===== src/rtl/space_inv_pkg.sv =====
// Shared types and screen constants for the space-invaders display path.
package space_inv_pkg;
  localparam int CW_DEF   = 16;
  localparam int SCREEN_W = 640;
  localparam int SCREEN_H = 480;

  typedef logic [CW_DEF-1:0] coord_t;
  typedef enum logic [1:0] {IDLE, RUN, LANDED} march_state_t;
endpackage


===== src/rtl/frame_step_timer.sv =====
// Counts frames between formation steps; the step period follows the number of aliens left.
module frame_step_timer
  import space_inv_pkg::*;
#(
  parameter int AW         = 6,
  parameter int FRAMES_MIN = 1,
  parameter int FRAMES_MAX = 32
) (
  input  logic          clk_pix,
  input  logic          rst_pix_n,
  input  logic          clear,
  input  logic          advance,
  input  logic [AW-1:0] alive_cnt,
  output logic          step_due
);
  localparam int FW = $clog2(FRAMES_MAX + 1);
  localparam int PW = (AW > FW) ? AW : FW;

  logic [PW-1:0] frame_cnt;
  logic [PW:0]   cnt_inc;
  logic [PW:0]   period;

  function automatic logic [PW:0] clamp_period(input logic [AW-1:0] a);
    logic [PW:0] av;
    av = (PW+1)'(a);
    if (av < (PW+1)'(FRAMES_MIN)) return (PW+1)'(FRAMES_MIN);
    if (av > (PW+1)'(FRAMES_MAX)) return (PW+1)'(FRAMES_MAX);
    return av;
  endfunction

  always_comb begin
    period   = clamp_period(alive_cnt);
    cnt_inc  = {1'b0, frame_cnt} + (PW+1)'(1);
    step_due = advance && (cnt_inc >= period);
  end

  // A shrinking period simply makes the next compare fire early, so the count never overflows.
  always_ff @(posedge clk_pix or negedge rst_pix_n) begin
    if (!rst_pix_n) begin
      frame_cnt <= '0;
    end else if (clear) begin
      frame_cnt <= '0;
    end else if (advance) begin
      frame_cnt <= step_due ? '0 : cnt_inc[PW-1:0];
    end
  end
endmodule


===== src/rtl/invader_march_ctrl.sv =====
// Alien formation sequencer: position, direction and animation phase, updated only on frame pulses.
module invader_march_ctrl
  import space_inv_pkg::*;
#(
  parameter int CW         = 16,
  parameter int X_START    = 144,
  parameter int Y_START    = 64,
  parameter int X_MIN      = 16,
  parameter int X_MAX      = 624,
  parameter int FORM_W     = 352,
  parameter int FORM_H     = 128,
  parameter int STEP_X     = 4,
  parameter int STEP_Y     = 16,
  parameter int Y_LIMIT    = 400,
  parameter int FRAMES_MIN = 1,
  parameter int FRAMES_MAX = 32,
  parameter int AW         = 6
) (
  input  logic          clk_pix,
  input  logic          rst_pix_n,
  input  logic          frame,
  input  logic          start,
  input  logic          pause,
  input  logic [AW-1:0] alive_cnt,
  output logic [CW-1:0] form_x,
  output logic [CW-1:0] form_y,
  output logic          dir_left,
  output logic          anim_phase,
  output logic          step_pulse,
  output logic          landed,
  output logic          busy
);
  localparam logic [CW:0]   X_MIN_E   = (CW+1)'(X_MIN);
  localparam logic [CW:0]   X_MAX_E   = (CW+1)'(X_MAX);
  localparam logic [CW:0]   FORM_W_E  = (CW+1)'(FORM_W);
  localparam logic [CW:0]   FORM_H_E  = (CW+1)'(FORM_H);
  localparam logic [CW:0]   STEP_X_E  = (CW+1)'(STEP_X);
  localparam logic [CW:0]   STEP_Y_E  = (CW+1)'(STEP_Y);
  localparam logic [CW:0]   Y_LIMIT_E = (CW+1)'(Y_LIMIT);
  localparam logic [CW-1:0] STEP_X_C  = CW'(STEP_X);

  march_state_t  state;
  logic          frame_ok;
  logic          advance;
  logic          step_due;
  logic          hit_right;
  logic          hit_left;
  logic          drop;
  logic          land;
  logic [CW:0]   y_drop;
  logic [CW-1:0] x_step;

  assign frame_ok = frame && !pause && !start && (state == RUN);
  assign advance  = frame_ok && (alive_cnt != '0);

  frame_step_timer #(
    .AW         (AW),
    .FRAMES_MIN (FRAMES_MIN),
    .FRAMES_MAX (FRAMES_MAX)
  ) u_timer (
    .clk_pix    (clk_pix),
    .rst_pix_n  (rst_pix_n),
    .clear      (start),
    .advance    (advance),
    .alive_cnt  (alive_cnt),
    .step_due   (step_due)
  );

  // Edge tests run one bit wider than the coordinates so the sums cannot wrap.
  always_comb begin
    hit_right = ({1'b0, form_x} + FORM_W_E + STEP_X_E) > X_MAX_E;
    hit_left  = {1'b0, form_x} < (X_MIN_E + STEP_X_E);
    drop      = dir_left ? hit_left : hit_right;
    y_drop    = {1'b0, form_y} + STEP_Y_E;
    land      = (y_drop + FORM_H_E) >= Y_LIMIT_E;
    x_step    = dir_left ? (form_x - STEP_X_C) : (form_x + STEP_X_C);
  end

  always_ff @(posedge clk_pix or negedge rst_pix_n) begin
    if (!rst_pix_n) begin
      state      <= IDLE;
      form_x     <= CW'(X_START);
      form_y     <= CW'(Y_START);
      dir_left   <= 1'b0;
      anim_phase <= 1'b0;
      step_pulse <= 1'b0;
      landed     <= 1'b0;
      busy       <= 1'b0;
    end else begin
      step_pulse <= 1'b0;
      if (start) begin
        state      <= RUN;
        form_x     <= CW'(X_START);
        form_y     <= CW'(Y_START);
        dir_left   <= 1'b0;
        anim_phase <= 1'b0;
        landed     <= 1'b0;
        busy       <= 1'b1;
      end else begin
        case (state)
          RUN: begin
            if (frame_ok && (alive_cnt == '0)) begin
              state <= IDLE;
              busy  <= 1'b0;
            end else if (step_due) begin
              step_pulse <= 1'b1;
              anim_phase <= !anim_phase;
              if (drop) begin
                form_y   <= y_drop[CW-1:0];
                dir_left <= !dir_left;
                if (land) begin
                  state  <= LANDED;
                  landed <= 1'b1;
                  busy   <= 1'b0;
                end
              end else begin
                form_x <= x_step;
              end
            end
          end
          default: state <= state;
        endcase
      end
    end
  end
endmodule


===== config.mk =====
export PLATFORM = sky130hd
export DESIGN_NAME = invader_march_ctrl
export DESIGN_NICKNAME = d
export VERILOG_FILES = /design/src/rtl/space_inv_pkg.sv /design/src/rtl/frame_step_timer.sv /design/src/rtl/invader_march_ctrl.sv
export SDC_FILE = /design/constraint.sdc
export NUM_CORES = 1
export LEC_CHECK = 0
export CAP_MARGIN = 20
export CORE_MARGIN = 2
export CORE_UTILIZATION = 25
export DETAILED_ROUTE_END_ITERATION = 16
export PLACE_DENSITY = 0.41
export SLEW_MARGIN = 20
export SYNTH_ARGS = -nofsm -noshare
export SYNTH_HDL_FRONTEND = slang
export SYNTH_SLANG_ARGS = --single-unit

===== constraint.sdc =====
create_clock -name clk_pix -period 3.8 [get_ports clk_pix]
set_input_delay 1.14 -clock clk_pix [delete_from_list [all_inputs] [get_ports clk_pix]]
set_output_delay 1.14 -clock clk_pix [all_outputs]
set_load 0.01 [all_outputs]

Word-level counts from Yosys, hierarchy flattened. Cells that the tools add are included.

Bits in registers: 45. Input bits: 11. Output and inout port bits: 37. Word-level logic and storage cells: 103.

Equal/unequal tests: 3. Order comparisons: 6. Add/sub/neg operators: 7. Reductions and logical operators: 25. Muxes and demuxes: 53.

Operators by type and width (count): 16-bit 2-to-1 mux (11); 1-bit 2-to-1 mux (29); 7-bit 2-to-1 mux (4); 6-bit 2-to-1 mux (3); 16-bit by 5-bit adder with 17-bit output, second input constant (1); 16-bit by 9-bit adder with 17-bit output, second input constant (1); 17-bit by 3-bit adder with 17-bit output, second input constant (1); 17-bit by 8-bit adder with 17-bit output, second input constant (1); 17-bit by 9-bit >= comparator with 1-bit output, second input constant (1); 17-bit by 10-bit greater-than comparator with 1-bit output, second input constant (1); 16-bit by 3-bit adder with 16-bit output, second input constant (1); 16-bit by 5-bit less-than comparator with 1-bit output, second input constant (1); 16-bit by 3-bit subtractor with 16-bit output, second input constant (1); 2-bit 2-to-1 mux (6); 4-bit AND reduction (3); 2-bit nonzero test (5); 3-bit nonzero test (3); 6-bit by 1-bit adder with 7-bit output, second input constant (1); 7-bit >= comparator (1); 6-bit greater-than comparator, second input constant (1); 1-bit logical AND (6); 6-bit zero test (1); 6-bit by 1-bit less-than comparator with 1-bit output, second input constant (1); 6-bit nonzero test (1); 5 further kinds (9).

Logic depth before layout (Yosys ltp). Gate-level depths: netlist of the first run.

Depth in word-level cells: 11. Gate-level depth with buffers: 12. Gate-level depth less buffers: 11.

Modules after synthesis. From an unflattened synthesis of the first run, not the netlist that was laid out.

Cells, all modules: 334. Area total of the unflattened synthesis: 2934.1 sq um.

By module, submodules not included: invader_march_ctrl (cells an instance 272, instances 1, area an instance 2421.1 sq um, sequential area each 804.5 sq um); frame_step_timer (cells an instance 62, instances 1, area an instance 513.0 sq um, sequential area each 150.1 sq um).

Least setup slack after synthesis of the first run. No wires, ideal clock.

Path type: input to register. From: in alive_cnt[4]. To: reg form_x[10]. Stages: 12. Data required time: 3.668 ns. Path buffers: 1. Setup time: 0.132 ns. Path slack: 0.366 ns. Data arrival time: 3.302 ns. Path through: nor4_1 > nand2_1 > o21ai_0 > ha_1 > nand2b_1 > a21o_1 > a211o_1 > a21oi_1 > nand3b_1 > buf_2 > mux2i_1 > nor2_1.

Word-level cells in the longest chain between the ends: 9. Elaborated cells between the ends (all ways): 17. Classes of those cells: 3 x order compare; 1 x eq/ne; 6 x mux; 7 x reduce/logical.

RTL lines: from (decl) (RTL line invader_march_ctrl.sv:24) `input logic [AW-1:0] alive_cnt,`; 6-bit greater-than comparator (RTL line frame_step_timer.sv:27) `if (av > (PW+1)'(FRAMES_MAX)) return (PW+1)'(FRAMES_MAX);`; 1-bit 2-to-1 mux (2 in a row) (RTL line frame_step_timer.sv:27); 7-bit 2-to-1 mux (RTL line frame_step_timer.sv:28) `return av;`; 7-bit 2-to-1 mux (RTL line frame_step_timer.sv:27); 7-bit >= comparator (RTL line frame_step_timer.sv:34) `step_due = advance && (cnt_inc >= period);`; 1-bit logical AND (RTL line frame_step_timer.sv:34); 2-bit nonzero test (no source line); 4-bit AND reduction (no source line) (*); to (signal assigned) (RTL line invader_march_ctrl.sv:82) `form_x <= CW'(X_START);`; to (signal assigned) (RTL line invader_march_ctrl.sv:93) `form_x <= CW'(X_START);`; to (signal assigned) (RTL line invader_march_ctrl.sv:117) `form_x <= x_step;`; to (decl) (RTL line invader_march_ctrl.sv:25) `output logic [CW-1:0] form_x,`.

Mark *: on every way between the ends. The rest lies on a longest branch, timed or not. The select of a mux whose other input is x is not followed. A chain may end at the register's enable or synchronous reset.

Worst setup path in the final report of the first run.
From: in alive_cnt[5]. To: reg form_x[5].

The elaborated chain is that of the path after synthesis.

==> metrics.md, run 1 <==
| Metric | Value |
|---|---|
| CTS max path bufs | 2 |
| Async SR Flop Fraction | 1.000 |
| CP endpoint kind | register |
| Non-filler cells, final | 538 |
| Crit share post-route | 0.9506 |
| Post-route DRC | 0 |
| Routed WL per cell | 14.67 um |
| Worst skew pair latency | 0.28 ns |
| Final layout net count | 425 |
| IO Count | 48 |
| Synthesized area per cell | 8.922 um^2 |
| Count of cell types in the netlist | 57 |
| Layout cells sized above 1 | 0.1202 |
| Initial core utilization | 0.2535 |
| Post-synth EDFFs | 0 |
| Worst R2R Setup Slack | 0.62 ns |
| Filler cells | 1239 |
| Vias per cell | 4.941 |
| Sequential element share of the synthesized area | 0.3175 |
| Status | complete, no violations |
| Gr ovfl total | 0 |
| Syn Inst Count | 337 |
| Register area | 954.7 um^2 |
| Cells after DPL | 528 |
| Setup crit start kind | input pin |
| Crit-path slowest cell | clkdlybuf4s50_1 |
| Measured slew at the worst slew-check pin | 0.9166 ns |
| Buffers plus inverters on the worst setup path | 2 |
| Clock Sinks | 38 |
| Core Region | 0.01186 mm^2 |
| Largest stage delay, worst path | 0.43 ns |
| Multi-input gate area | 0.001949 mm^2 |
| Required time of the critical path | 3.96 ns |
| Iteration count of the initial detailed-routing pass | 4 |
| Final Setup Violations | 0 |
| Largest family of logic cells by synthesized area | compound AO/OA/AOI/OAI gates |
| Worst slew margin | 0.3889 |
| Final Power | 0.9187 mW |
| Reg2reg start | form_y[4]$_DFFE_PN0P_ |
| Post-synthesis compound-gate area fraction | 0.2022 |
| GPL Wtd Cong | 0.8054 |
| Rows | 40 |
| Routed via count | 2658 |
| CTS tree | done |
| Worst flop-to-flop path endpoint | landed$_DFFE_PN0P_ |
| Die width | 113.7 um |
| Hold path cells | 2 |
| Mux cell area share after synthesis | 0.04078 |
| Htree depth | 2 |
| Root buffer cell | clkbuf_16 |
| R2R depth | 11 |
| Most frequent cells in the layout | 39 x clkdlybuf4s50_1, 35 x dfrtp_1, 24 x nor2_1, 23 x nand2_1, 23 x ha_1 |
| IO Port Bufs | 41 |
| Synth Area in Adders | 0.1057 |
| Hold Path Origin | landed$_DFFE_PN0P_ |
| Synth Area in Simple Gates | 0.1918 |
| Die height | 113.7 um |
| Initial antenna violation count | 0 |
| #FFs+latches synth | 38 |
| N_diodes | 0 |
| Critical path data arrival time | 3.77 ns |
| CTS clock-pin slew for the worst setup and hold paths | 0.06 ns |
| Static leakage | 1.729 nW |
| PwrDens | 236.8 mW/mm^2 |
| Warnings, synthesis | 0 |
| Most used flip-flop cell after synthesis | dfrtp_1 |
| Fin. Hold Viols | 0 |
| Post-synthesis xor/xnor area fraction | 0.08989 |
| Commonest non-fill, non-tap cell in the layout | clkdlybuf4s50_1 |
| Cell Area, Synth | 0.003007 mm^2 |
| Die ar. | 0.01292 mm^2 |
| Max_cap viols | 0 |
| Util after Layout | 0.3271 |
| Hold endpoint | landed$_DFFE_PN0P_ |
| Final min period | 3.612 ns |
| CP Cell Sequence | clkdlybuf4s50_1 -> nor4_2 -> nand2_1 -> o21ai_1 -> ha_1 -> nand2b_1 -> a21o_1 -> a211o_1 -> a21oi_4 -> nand3b_1 -> clkbuf_16 -> mux2i_1 -> nor2_1 |
| Setup TNS | 0 ns |
| Post-route ant nets | 0 |
| Vias in the first global route | 2579 |
| Area grow syn2layout | 29.05% |
| DP Wirelength | 5.622 mm |
| DRT Wirelength | 7.892 mm |
| GRT Overall Usage | 0.1253 |
| Peak Freq | 276.8 MHz |
| CP delay by family, top | simple AND/OR/NAND/NOR gates |
| Kind of critical path | in -> reg |
| Largest net degree at the start of global routing | 39 |
| Setup Skew | 0.002006 ns |
| Global-route wire length before repair | 13.11 mm |
| Worst Path Max Fanout | 8 |
| Slew Viols, Final | 0 |
| 1st-iter DRT viols | 74 |
| Worst hold path type | reg -> reg |
| Peak VDD IR | 0.1087 mV |
| CTS buffer count | 5 |
==> state kept, by name, indices dropped and copies added, names as in the netlist <==
register	flops
anim_phase	1
form_y	12
u_timer.frame_cnt	6
state	2
step_pulse	1
dir_left	1
landed	1
form_x	14
==> kinds of logic (layout without fill, tap and decap cells) <==
logic type                 Yosys count  count (layout)
and+or+nand+nor                    109             109
AOI/OAI and AO/OA                   88              88
DFF                                 38              38
buffers and inverters               34              83
xor gates and xnor gates            30              30
adders and majority gates           25              25
muxes                               12              12
other                                1               6
==> metrics by stage <==
stage / cell area, um^2 / setup WS [ns] / hold slack (ns)
floorplan: 3025 / 0.3657 / 0.5056
global placement: 3666 / -0.1756 / 0.4991
detailed placement: 3666 / -0.1985 / 0.4948
CTS: 3814 / 0.08635 / 0.5081
global route: 3880 / -0.04828 / 0.5372
finish: 3880 / 0.1876 / 0.5005
==> synthesized netlist by cell type (8+ instances only) <==
cell | instances | share of area
ha_1 | 23 | 0.096
nand2_1 | 23 | 0.029
clkbuf_1 | 13 | 0.016
xnor2_1 | 18 | 0.052
o21ai_0 | 19 | 0.032
xor2_1 | 11 | 0.032
mux2i_1 | 10 | 0.033
a21o_1 | 8 | 0.020
dfrtp_1 | 35 | 0.29
nor2_1 | 24 | 0.030
a21oi_1 | 19 | 0.032
nand3_1 | 11 | 0.018
inv_1 | 13 | 0.016
==> power by group <==
| group | total (mW) | switching [mW] | internal [mW] |
|---|---|---|---|
| sequential | 0.411 | 0.00333 | 0.408 |
| combinational | 0.0816 | 0.0439 | 0.0378 |
| clock | 0.426 | 0.166 | 0.260 |
| total | 0.919 | 0.213 | 0.706 |
==> final cells by class <==
| type | instances | share of cell area |
|---|---|---|
| Inverter | 13 | 0.01258 |
| Clock inverter | 1 | 0.001290 |
| Tap cell | 147 | 0.04740 |
| Multi-Input combinational cell | 270 | 0.5024 |
| Timing Repair Buffer | 62 | 0.1535 |
| Sequential cell | 38 | 0.2460 |
| Clock buffer | 7 | 0.03676 |
==> timing repair <==
item,in CTS,in global routing
setup endpoints to repair,0,25
gates resized for setup,0,9
setup buffers,0,1
hold buffers,0,0
hold endpoints to repair,0,0
==> worst reg2reg max path: cells and delay by family, from the launching register on <==
family	cells	cell delay, ns
AOI/OAI and AO/OA	4	1.37
xor gates and xnor gates	1	0.27
adders and majority gates	2	0.57
DFF	1	0.49
and+or+nand+nor	4	0.34
==> how the worst max path moves through the flow <==
| stage | start | cells past startpoint | to |
|---|---|---|---|
| 4_1_cts | alive_cnt[4] | 13 | form_x[12]$_DFFE_PN0P_ |
| 5_1_grt | alive_cnt[5] | 13 | form_x[15]$_DFFE_PN0P_ |
| 2_1_floorplan | alive_cnt[4] | 12 | form_x[10]$_DFFE_PN0P_ |
| 3_3_place_gp | alive_cnt[4] | 13 | form_x[12]$_DFFE_PN0P_ |
| 6_report | alive_cnt[5] | 13 | form_x[5]$_DFFE_PN0P_ |
| 3_5_place_dp | alive_cnt[4] | 13 | form_x[12]$_DFFE_PN0P_ |
==> layer usage <==
metal	GRT usage	wire length (um)
met1	0.1799	4059
met2	0.1872	3398
met3	0.03082	287
met4	0.03496	146
met5	0	0
(Power assumes the default switching activity.)
==> inputs of run 2 (changes only) <==
--- a/config.mk
+++ b/config.mk
@@ -9,6 +9,7 @@
 export CORE_MARGIN = 2
 export CORE_UTILIZATION = 25
 export DETAILED_ROUTE_END_ITERATION = 16
+export GPL_TIMING_DRIVEN = 0
 export PLACE_DENSITY = 0.41
 export SLEW_MARGIN = 20
 export SYNTH_ARGS = -nofsm -noshare
==> run 2 against run 1 <==
Core utilization fell by 0.26 points. Die area did not move. Global-route usage rose by 0.21 points. Cell count rose by 0.56%. Via count fell by 1.0%. Sequential power barely moved. Design area fell by 0.81%. Critical endpoint is now form_x[9]$_DFFE_PN0P_.
==> metrics.md, run 2 (synthesized netlist as in run 1, its figures left out) <==
| Metric | Value |
|---|---|
| Filler cells | 1237 (was 1239) |
| Die width | 113.7 um (unchanged) |
| N_diodes | 0 (unchanged) |
| Measured slew at the worst slew-check pin | 0.7827 ns (was 0.9166 ns) |
| DP Wirelength | 6.074 mm (was 5.622 mm) |
| DRT Wirelength | 7.964 mm (was 7.892 mm) |
| Worst Path Max Fanout | 10 (was 8) |
| Crit share post-route | 0.9587 (was 0.9506) |
| Initial antenna violation count | 0 (unchanged) |
| Required time of the critical path | 3.95 ns (was 3.96 ns) |
| Peak Freq | 274.5 MHz (was 276.8 MHz) |
| Slew Viols, Final | 0 (unchanged) |
| Multi-input gate area | 0.001939 mm^2 (was 0.001949 mm^2) |
| Area grow syn2layout | 28.01% (was 29.05%) |
| Final Setup Violations | 0 (unchanged) |
| Peak VDD IR | 0.1155 mV (was 0.1087 mV) |
| Critical path data arrival time | 3.79 ns (was 3.77 ns) |
| Register area | 954.7 um^2 (unchanged) |
| GPL Wtd Cong | 0.8401 (was 0.8054) |
| Worst slack at placement | -0.5642 ns (was -0.1985 ns) |
| Htree depth | 2 (unchanged) |
| Commonest non-fill, non-tap cell in the layout | clkdlybuf4s50_1 (unchanged) |
| Static leakage | 1.698 nW (was 1.729 nW) |
| Root buffer cell | clkbuf_16 (unchanged) |
| Final layout net count | 428 (was 425) |
| 1st-iter DRT viols | 74 (unchanged) |
| Hold path cells | 2 (unchanged) |
| CTS max path bufs | 2 (unchanged) |
| Worst skew pair latency | 0.29 ns (was 0.28 ns) |
| Clock Sinks | 38 (unchanged) |
| Worst hold path type | reg -> reg (unchanged) |
| Fin. Hold Viols | 0 (unchanged) |
| Worst slew margin | 0.4782 (was 0.3889) |
| Global-route wire length before repair | 13.09 mm (was 13.11 mm) |
| CP endpoint kind | register (unchanged) |
| Core Region | 0.01186 mm^2 (unchanged) |
| Setup crit start kind | input pin (unchanged) |
| Buffers plus inverters on the worst setup path | 2 (unchanged) |
| Largest reg by FF count | form_x (unchanged) |
| Post-route DRC | 0 (unchanged) |
| Post-route ant nets | 0 (unchanged) |
| Vias per cell | 4.863 (was 4.941) |
| Status | complete, no violations (unchanged) |
| Routed via count | 2631 (was 2658) |
| Kind of critical path | in -> reg (unchanged) |
| Die height | 113.7 um (unchanged) |
| Levels on crit path | 13 (unchanged) |
| IO Port Bufs | 41 (unchanged) |
| DP Area | 0.003635 mm^2 (was 0.003666 mm^2) |
| Setup Skew | 0.006046 ns (was 0.002006 ns) |
| CTS tree | done (unchanged) |
| Largest net degree at the start of global routing | 26 (was 39) |
| Final min period | 3.643 ns (was 3.612 ns) |
| Most frequent cells in the layout | 40 x clkdlybuf4s50_1, 35 x dfrtp_1, 24 x nor2_1, 23 x nand2_1, 23 x ha_1 (was 39 x clkdlybuf4s50_1, 35 x dfrtp_1, 24 x nor2_1, 23 x nand2_1, 23 x ha_1) |
| CTS clock-pin slew for the worst setup and hold paths | 0.06 ns (about the same) |
| Final instance area | 0.003849 mm^2 (was 0.003880 mm^2) |
| IO Count | 48 (unchanged) |
| Iteration count of the initial detailed-routing pass | 4 (unchanged) |
| Largest regs | form_x (14), form_y (12), u_timer.frame_cnt (6) (unchanged) |
| CP delay by family, top | simple AND/OR/NAND/NOR gates (unchanged) |
| GRT Overall Usage | 0.1274 (was 0.1253) |
| Largest register FFs | 14 (unchanged) |
| Initial core utilization | 0.2535 (unchanged) |
| Routed WL per cell | 14.72 um (was 14.67 um) |
| PwrDens | 253.5 mW/mm^2 (was 236.8 mW/mm^2) |
| CTS buffer count | 5 (unchanged) |
| Hold bufs inserted after CTS | 0 (unchanged) |
| Layout cells sized above 1 | 0.09391 (was 0.1202) |
| R2R depth | 11 (unchanged) |
| Final WS setup | 0.1568 ns (was 0.1876 ns) |
| Gr ovfl total | 0 (unchanged) |
| Crit-path slowest cell | clkdlybuf4s50_1 (unchanged) |
| Vias in the first global route | 2546 (was 2579) |
| Die ar. | 0.01292 mm^2 (unchanged) |
| CP Cell Sequence | clkdlybuf4s50_1 -> nor4_1 -> nand2_1 -> o21ai_2 -> ha_1 -> nand2b_1 -> a21o_1 -> a211o_1 -> a21oi_4 -> nand3b_1 -> buf_6 -> mux2i_1 -> nor2_1 (was clkdlybuf4s50_1 -> nor4_2 -> nand2_1 -> o21ai_1 -> ha_1 -> nand2b_1 -> a21o_1 -> a211o_1 -> a21oi_4 -> nand3b_1 -> clkbuf_16 -> mux2i_1 -> nor2_1) |
| Max_cap viols | 0 (unchanged) |
| Rows | 40 (unchanged) |
| Util after Layout | 0.3245 (was 0.3271) |
| Largest stage delay, worst path | 0.45 ns (was 0.43 ns) |
## run 2: cell types whose count changed in the layout (fill, tap and decap cells not counted), moves of 2 or more
cell,delta
clkbuf_1,+11
buf_4,-10
clkbuf_2,+2
o21ai_1,-2
## run 2: worst register-to-register path, delay by kind of cell (launching register included)
kind	cells	cell delay, ns
xor+xnor	1	0.36
fa+ha+maj	2	0.56
simple gates	4	0.51
compound gates	4	1.40
flops	1	0.48
## run 2: cell type report
type | instances | share of cell area
flip-flops and latches | 38 | 0.2480
multi-input cells | 270 | 0.5039
clock inverters | 1 | 0.007802
repair buffers | 45 | 0.1164
well taps | 147 | 0.04779
inverters | 13 | 0.01268
clock buffers | 7 | 0.03446
plain buffers | 20 | 0.02893
## run 2: layer usage
| metal | share of wire | GRT usage | vias to the layer above | wire length (um) |
|---|---|---|---|---|
| met5 | 0 | 0 | - | 0 |
| met4 | 0.011 | 0.02846 | 0 | 86 |
| met3 | 0.037 | 0.03082 | 8 | 295 |
| met2 | 0.44 | 0.1964 | 46 | 3538 |
| met1 | 0.51 | 0.1812 | 1244 | 4043 |
| li1 | - | - | 1333 | - |
## run 2: report_power, final
part	leakage [nW]	internal, mW	switching (mW)	total [mW]
combinational	1.10	0.0359	0.0452	0.0812
sequential	0.515	0.408	0.00353	0.411
clock	0.0781	0.311	0.173	0.483
## run 2: metrics by stage
stage / TNS [ns] / power (mW) / std cells / hold WS [ns]
after floorplan: 0 / 0.4569 / 342 / 0.5056
after global placement: -16.72 / 0.4927 / 530 / 0.4883
after detailed placement: -15.45 / 0.4951 / 531 / 0.4878
after CTS: 0 / 0.9880 / 538 / 0.5022
after global routing: -0.07730 / 1.017 / 541 / 0.5389
final: 0 / 0.9756 / 541 / 0.4978
## run 2: what timing repair did
| item | CTS | global route |
|---|---|---|
| pin swaps | 0 | 2 |
| gates resized for setup | 7 | 4 |
| endpoints found under the setup margin | 26 | 17 |
| setup buffers | 0 | 3 |
| gates cloned | 0 | 0 |
## run 2: path summary, 6_finish.rpt
path	start	end	slack, ns
max in group asynchronous	rst_pix_n	form_x[4]$_DFFE_PN1P_	2.50
worst max-delay path	alive_cnt[5]	form_x[9]$_DFFE_PN0P_	0.16
min in group asynchronous	rst_pix_n	form_y[15]$_DFFE_PN0P_	0.76
worst min register to register	landed$_DFFE_PN0P_	landed$_DFFE_PN0P_	0.50
worst max register to register	form_y[4]$_DFFE_PN0P_	state[1]$_DFFE_PN0P_	0.34
worst min-delay path	landed$_DFFE_PN0P_	landed$_DFFE_PN0P_	0.50
==> inputs of run 3 (changes only) <==
--- a/config.mk
+++ b/config.mk
@@ -11,6 +11,7 @@
 export DETAILED_ROUTE_END_ITERATION = 16
 export GPL_TIMING_DRIVEN = 0
 export PLACE_DENSITY = 0.41
+export SKIP_LAST_GASP = 1
 export SLEW_MARGIN = 20
 export SYNTH_ARGS = -nofsm -noshare
 export SYNTH_HDL_FRONTEND = slang
==> run 3 against run 2 <==
Critical path depth stayed put. First-iteration DRC count rose by 4.1%. Register-to-register slack about the same. Clock power is essentially flat. Design area is essentially flat. Worst setup slack better by 0.0089 ns. Combinational power decreased by 0.7%. Routed wire length hardly changed. Clock skew did not move. Fmax rose by 0.24%. Sequential share of layout area barely moved. Hold slack stayed put.
==> metrics.md, run 3 (synthesized netlist as in run 1, its figures left out) <==
| Metric | Value |
|---|---|
| Largest reg by FF count | form_x (unchanged) |
| Rows | 40 (unchanged) |
| Peak VDD IR | 0.1155 mV (unchanged) |
| Fin. Hold Viols | 0 (unchanged) |
| Vias per cell | 4.852 (was 4.863) |
| Die width | 113.7 um (unchanged) |
| CTS clock-pin slew for the worst setup and hold paths | 0.06 ns (about the same) |
| Commonest non-fill, non-tap cell in the layout | clkdlybuf4s50_1 (unchanged) |
| Layout cells sized above 1 | 0.09137 (was 0.09391) |
| CP endpoint kind | register (unchanged) |
| Launch point of the worst path | alive_cnt[5] (unchanged) |
| Cells after DPL | 531 (unchanged) |
| N_diodes | 0 (unchanged) |
| Routed via count | 2625 (was 2631) |
| CTS max path bufs | 2 (unchanged) |
| Initial antenna violation count | 0 (unchanged) |
| Final layout net count | 428 (unchanged) |
| Worst slack at placement | -0.5642 ns (unchanged) |
| Largest net degree at the start of global routing | 26 (unchanged) |
| Post-route ant nets | 0 (unchanged) |
| Core Region | 0.01186 mm^2 (unchanged) |
| Crit share post-route | 0.9564 (was 0.9587) |
| IO Port Bufs | 41 (unchanged) |
| Non-filler cells, final | 541 (unchanged) |
| Multi-input gate area | 0.001936 mm^2 (was 0.001939 mm^2) |
| GRT Overall Usage | 0.1274 (unchanged) |
| Die height | 113.7 um (unchanged) |
| IO Count | 48 (unchanged) |
| Largest register FFs | 14 (unchanged) |
| DRT Wirelength | 7.959 mm (was 7.964 mm) |
| Post-route DRC | 0 (unchanged) |
| Kind of critical path | in -> reg (unchanged) |
| Worst Path Max Fanout | 10 (unchanged) |
| Routed WL per cell | 14.71 um (was 14.72 um) |
| 1st-iter DRT viols | 77 (was 74) |
| Htree depth | 2 (unchanged) |
| Slew Viols, Final | 0 (unchanged) |
| CTS buffer count | 5 (unchanged) |
| PwrDens | 253.6 mW/mm^2 (was 253.5 mW/mm^2) |
| Reg2reg start | form_y[4]$_DFFE_PN0P_ (unchanged) |
| Status | complete, no violations (unchanged) |
| RSZ-0062 raised after global routing | yes |
| Register area | 954.7 um^2 (unchanged) |
| Most frequent cells in the layout | 40 x clkdlybuf4s50_1, 35 x dfrtp_1, 24 x nor2_1, 23 x nand2_1, 23 x ha_1 (unchanged) |
| Final WS setup | 0.1656 ns (was 0.1568 ns) |
| Root buffer cell | clkbuf_16 (unchanged) |
| Util after Layout | 0.3242 (was 0.3245) |
| Gr ovfl total | 0 (unchanged) |
| Setup Skew | 0.006046 ns (unchanged) |
| Setup crit start kind | input pin (unchanged) |
| Largest regs | form_x (14), form_y (12), u_timer.frame_cnt (6) (unchanged) |
| CTS tree | done (unchanged) |
| Static leakage | 1.696 nW (was 1.698 nW) |
| Area grow syn2layout | 27.88% (was 28.01%) |
| Hold Path Origin | landed$_DFFE_PN0P_ (unchanged) |
| Required time of the critical path | 3.95 ns (about the same) |
| Final Setup Violations | 0 (unchanged) |
| Initial core utilization | 0.2535 (unchanged) |
| Filler cells | 1237 (unchanged) |
| Worst hold path type | reg -> reg (unchanged) |
| Vias in the first global route | 2546 (unchanged) |
| Die ar. | 0.01292 mm^2 (unchanged) |
| Worst slew margin | 0.4782 (unchanged) |
| Global-route wire length before repair | 13.09 mm (unchanged) |
| Iteration count of the initial detailed-routing pass | 4 (unchanged) |
| GPL Wtd Cong | 0.8401 (unchanged) |
| Final min period | 3.634 ns (was 3.643 ns) |
| Peak Freq | 275.2 MHz (was 274.5 MHz) |
| Worst skew pair latency | 0.29 ns (about the same) |
| DP Wirelength | 6.074 mm (unchanged) |
| Clock Sinks | 38 (unchanged) |
| Measured slew at the worst slew-check pin | 0.7827 ns (unchanged) |
| Critical path data arrival time | 3.79 ns (about the same) |
| Max_cap viols | 0 (unchanged) |
-- run 3: cell counts in the layout (fill, tap and decap cells not counted) --
No cell type changed its count.
-- run 3: final timing paths --
check / end / slack, ns / cells after the start
min reg2reg: landed$_DFFE_PN0P_ / 0.50 / 2
min in group asynchronous: form_y[15]$_DFFE_PN0P_ / 0.76 / 1
max reg2reg: state[1]$_DFFE_PN0P_ / 0.35 / 11
max: form_x[9]$_DFFE_PN0P_ / 0.17 / 13
max in group asynchronous: form_x[4]$_DFFE_PN1P_ / 2.50 / 2
min: landed$_DFFE_PN0P_ / 0.50 / 2
-- run 3: timing repair --
item | CTS | global route
endpoints found under the hold margin | 0 | 0
resized for setup | 6 | 3
hold buffers | 0 | 0
buffers inserted | 0 | 3
endpoints found under the setup margin | 26 | 17
pin swaps | 0 | 2
-- run 3: power by group --
part	internal, mW	switching [mW]
Sequential	0.408	0.00353
Clock	0.311	0.173
Combinational	0.0357	0.0449
-- run 3: layout make-up --
class                      instances  area share
tap                              147     0.04784
sequential                        38      0.2483
multi-input combinational        270      0.5034
timing repair buffer              45      0.1165
inverter                          13     0.01269
clock inverter                     1    0.007810
clock buffer                       7     0.03449
buffer                            20     0.02896
-- run 3: critical path: stages --
cell,delay [ns]
clkdlybuf4s50_1,0.44
nor4_1,0.25
nand2_1,0.09
o21ai_0,0.10
ha_1,0.25
nand2b_1,0.13
a21o_1,0.17
a211o_1,0.33
a21oi_4,0.20
nand3b_1,0.21
buf_6,0.20
mux2i_1,0.21
nor2_1,0.05
-- run 3: routing by layer --
| metal | global-route usage | vias to the layer above | wire length (um) |
|---|---|---|---|
| met5 | 0 | - | 0 |
| met4 | 0.02846 | 0 | 86 |
| met3 | 0.03082 | 8 | 295 |
| met2 | 0.1964 | 46 | 3531 |
| met1 | 0.1812 | 1236 | 4046 |
| li1 | - | 1335 | - |
-- run 3: per-stage QoR --
stage | TNS [ns] | power [mW] | instance area [um^2] | hold slack (ns)
floorplan | 0 | 0.4569 | 3025 | 0.5056
global placement | -16.72 | 0.4927 | 3620 | 0.4883
detailed placement | -15.45 | 0.4951 | 3635 | 0.4878
CTS | -0.1124 | 0.9878 | 3816 | 0.5022
global route | -0.07521 | 1.016 | 3845 | 0.5389
finish | 0 | 0.9751 | 3845 | 0.4978
==> RTL change, RTL diff (config.mk and constraints of run 2) <==
Set the parameter `X_START` to 128 (it was 144).
--- a/src/rtl/invader_march_ctrl.sv
+++ b/src/rtl/invader_march_ctrl.sv
@@ -3,7 +3,7 @@
   import space_inv_pkg::*;
 #(
   parameter int CW         = 16,
-  parameter int X_START    = 144,
+  parameter int X_START    = 128,
   parameter int Y_START    = 64,
   parameter int X_MIN      = 16,
   parameter int X_MAX      = 624,
Formal check against the unedited RTL: not equivalent (Yosys sat finds a counterexample within 4 cycles, from zero or initial values and one cycle with rst_pix_n low).
==> RTL change against run 2 <==
- global-route usage down 0.11 points
- core utilization is 0.94 points higher
- critical path depth increased by 2
- area after synthesis shrank 4.8%
- design area decreased by 2.2%
- first-iteration DRC count is 46% higher
- synthesized cell count shrank 7.1%
- worst setup slack lost 27 ps
- sequential cell count unchanged
- sequential share of layout area up 0.53 points
- wire length decreased by 3.1%
- highest routed layer unchanged
Power is not compared: it rests on default switching activity, and its combinational part moved more than twofold at a synthesized area within 25%.
==> RTL change: results (changes against run 2) <==
[placed_design]
placed_cells=503  ; was 531
place_hpwl_microns=5660  ; was 6070 microns
pre_cts_ws_ps=-609  ; was -564 ps
placed_cell_area_sq_um=3490  ; was 3630 sq um

[routing]
num_vias=2567  ; was 2631
wl_met3_microns=278  ; was 295 microns
wirelength_microns=7720  ; was 7960 microns
wl_met1_microns=3920  ; was 4040 microns
wl_met2_microns=3460  ; was 3540 microns
post_drt_wl_per_cell_microns=15.0  ; was 14.7 microns

[logic_synthesis]
syn_inst=313  ; was 337
yosysSeqAreaShare_pct=33.3  ; was 31.8%
synth_area_leaders=dfrtp_1 31%, ha_1 10%, xnor2_1 4.6%  ; was dfrtp_1 29%, ha_1 9.6%, xnor2_1 5.2%
synth_common_cells=36 x dfrtp_1, 27 x nand2_1, 23 x ha_1, 17 x o21ai_0  ; was 35 x dfrtp_1, 24 x nor2_1, 23 x ha_1, 23 x nand2_1
ys_types=61  ; was 57

[sta]
max_freq_ghz=0.272  ; was 0.274 GHz
worstMarginPinSlew_ps=1350  ; was 783 ps
clock-skew-final_ps=3.62  ; was 6.05 ps

[cts]
clock_path_buffers=2  ; unchanged

[layout]
fillers=1188  ; was 1237
area_growth_pct=31.5  ; was 28.0%
drive_above_1_share_pct=13.5  ; was 9.39%
nets=405  ; was 428

[worst_setup_path]
slowest_delay_ps=430  ; was 450 ps
rr_worst_depth=9  ; was 11
arrival_ps=3840  ; was 3790 ps
rr_startpoint=dir_left$_DFFE_PN0P_  ; was form_y[4]$_DFFE_PN0P_
cp_max_fo=5  ; was 10
critPathCapture=form_y[11]$_DFFE_PN0P_  ; was form_x[9]$_DFFE_PN0P_
rr_endpoint=form_x[15]$_DFFE_PN0P_  ; was state[1]$_DFFE_PN0P_

[global_route]
grt_util_met1_pct=17.7  ; was 18.1%
grt_pass1_wl_microns=12700  ; was 13100 microns
grt_pass1_vias=2421  ; was 2546
use_met3_pct=2.30  ; was 3.08%

[pwr]
total_power_mw=2.00

[status]
status=finished clean  ; unchanged

## RTL change: changes by cell type after synthesis, moves of 5 or more
| cell | change |
|---|---|
| mux2i_1 | -9 |
| nand2b_1 | -5 |
| a22o_1 | +14 |
| nor2_1 | -13 |
| a31oi_1 | +6 |
| clkbuf_1 | -8 |
## RTL change: cells by family (layout without fill, tap and decap cells)
group,after synthesis,count (layout),share of synthesized area (%)
AOI/OAI and AO/OA,91,91,22.2
xor gates and xnor gates,22,22,6.73
adders and majority gates,24,24,10.8
buffers and inverters,28,80,4.81
DFF,38,38,33.3
muxes,4,4,1.53
other,1,6,0.131
and+or+nand+nor,105,106,20.5
## RTL change: how the worst min path moves through the flow
| stage | startpoint | end | slack [ps] | cells after the start |
|---|---|---|---|---|
| 2_1_floorplan | state[1]$_DFFE_PN0P_ | state[0]$_DFFE_PN0P_ | 510 | 1 |
| 3_3_place_gp | landed$_DFFE_PN0P_ | landed$_DFFE_PN0P_ | 490 | 1 |
| 3_5_place_dp | landed$_DFFE_PN0P_ | landed$_DFFE_PN0P_ | 490 | 1 |
| 4_1_cts | landed$_DFFE_PN0P_ | landed$_DFFE_PN0P_ | 500 | 1 |
| 5_1_grt | landed$_DFFE_PN0P_ | landed$_DFFE_PN0P_ | 550 | 1 |
| 6_report | landed$_DFFE_PN0P_ | landed$_DFFE_PN0P_ | 510 | 1 |
## RTL change: critical path: cells and delay by family
kind | cells | cell delay, ps
compound gates | 7 | 1140
buf+inv | 3 | 710
fa+ha+maj | 1 | 230
simple gates | 4 | 620
## RTL change: area by class of cell
class | instances | share of cell area (%)
Sequential cell | 38 | 25.3
Buffer | 13 | 2.13
Clock buffer | 8 | 4.42
Tap cell | 143 | 4.75
Inverter | 13 | 1.30
Multi-Input combinational cell | 253 | 49.7
Timing Repair Buffer | 46 | 12.3
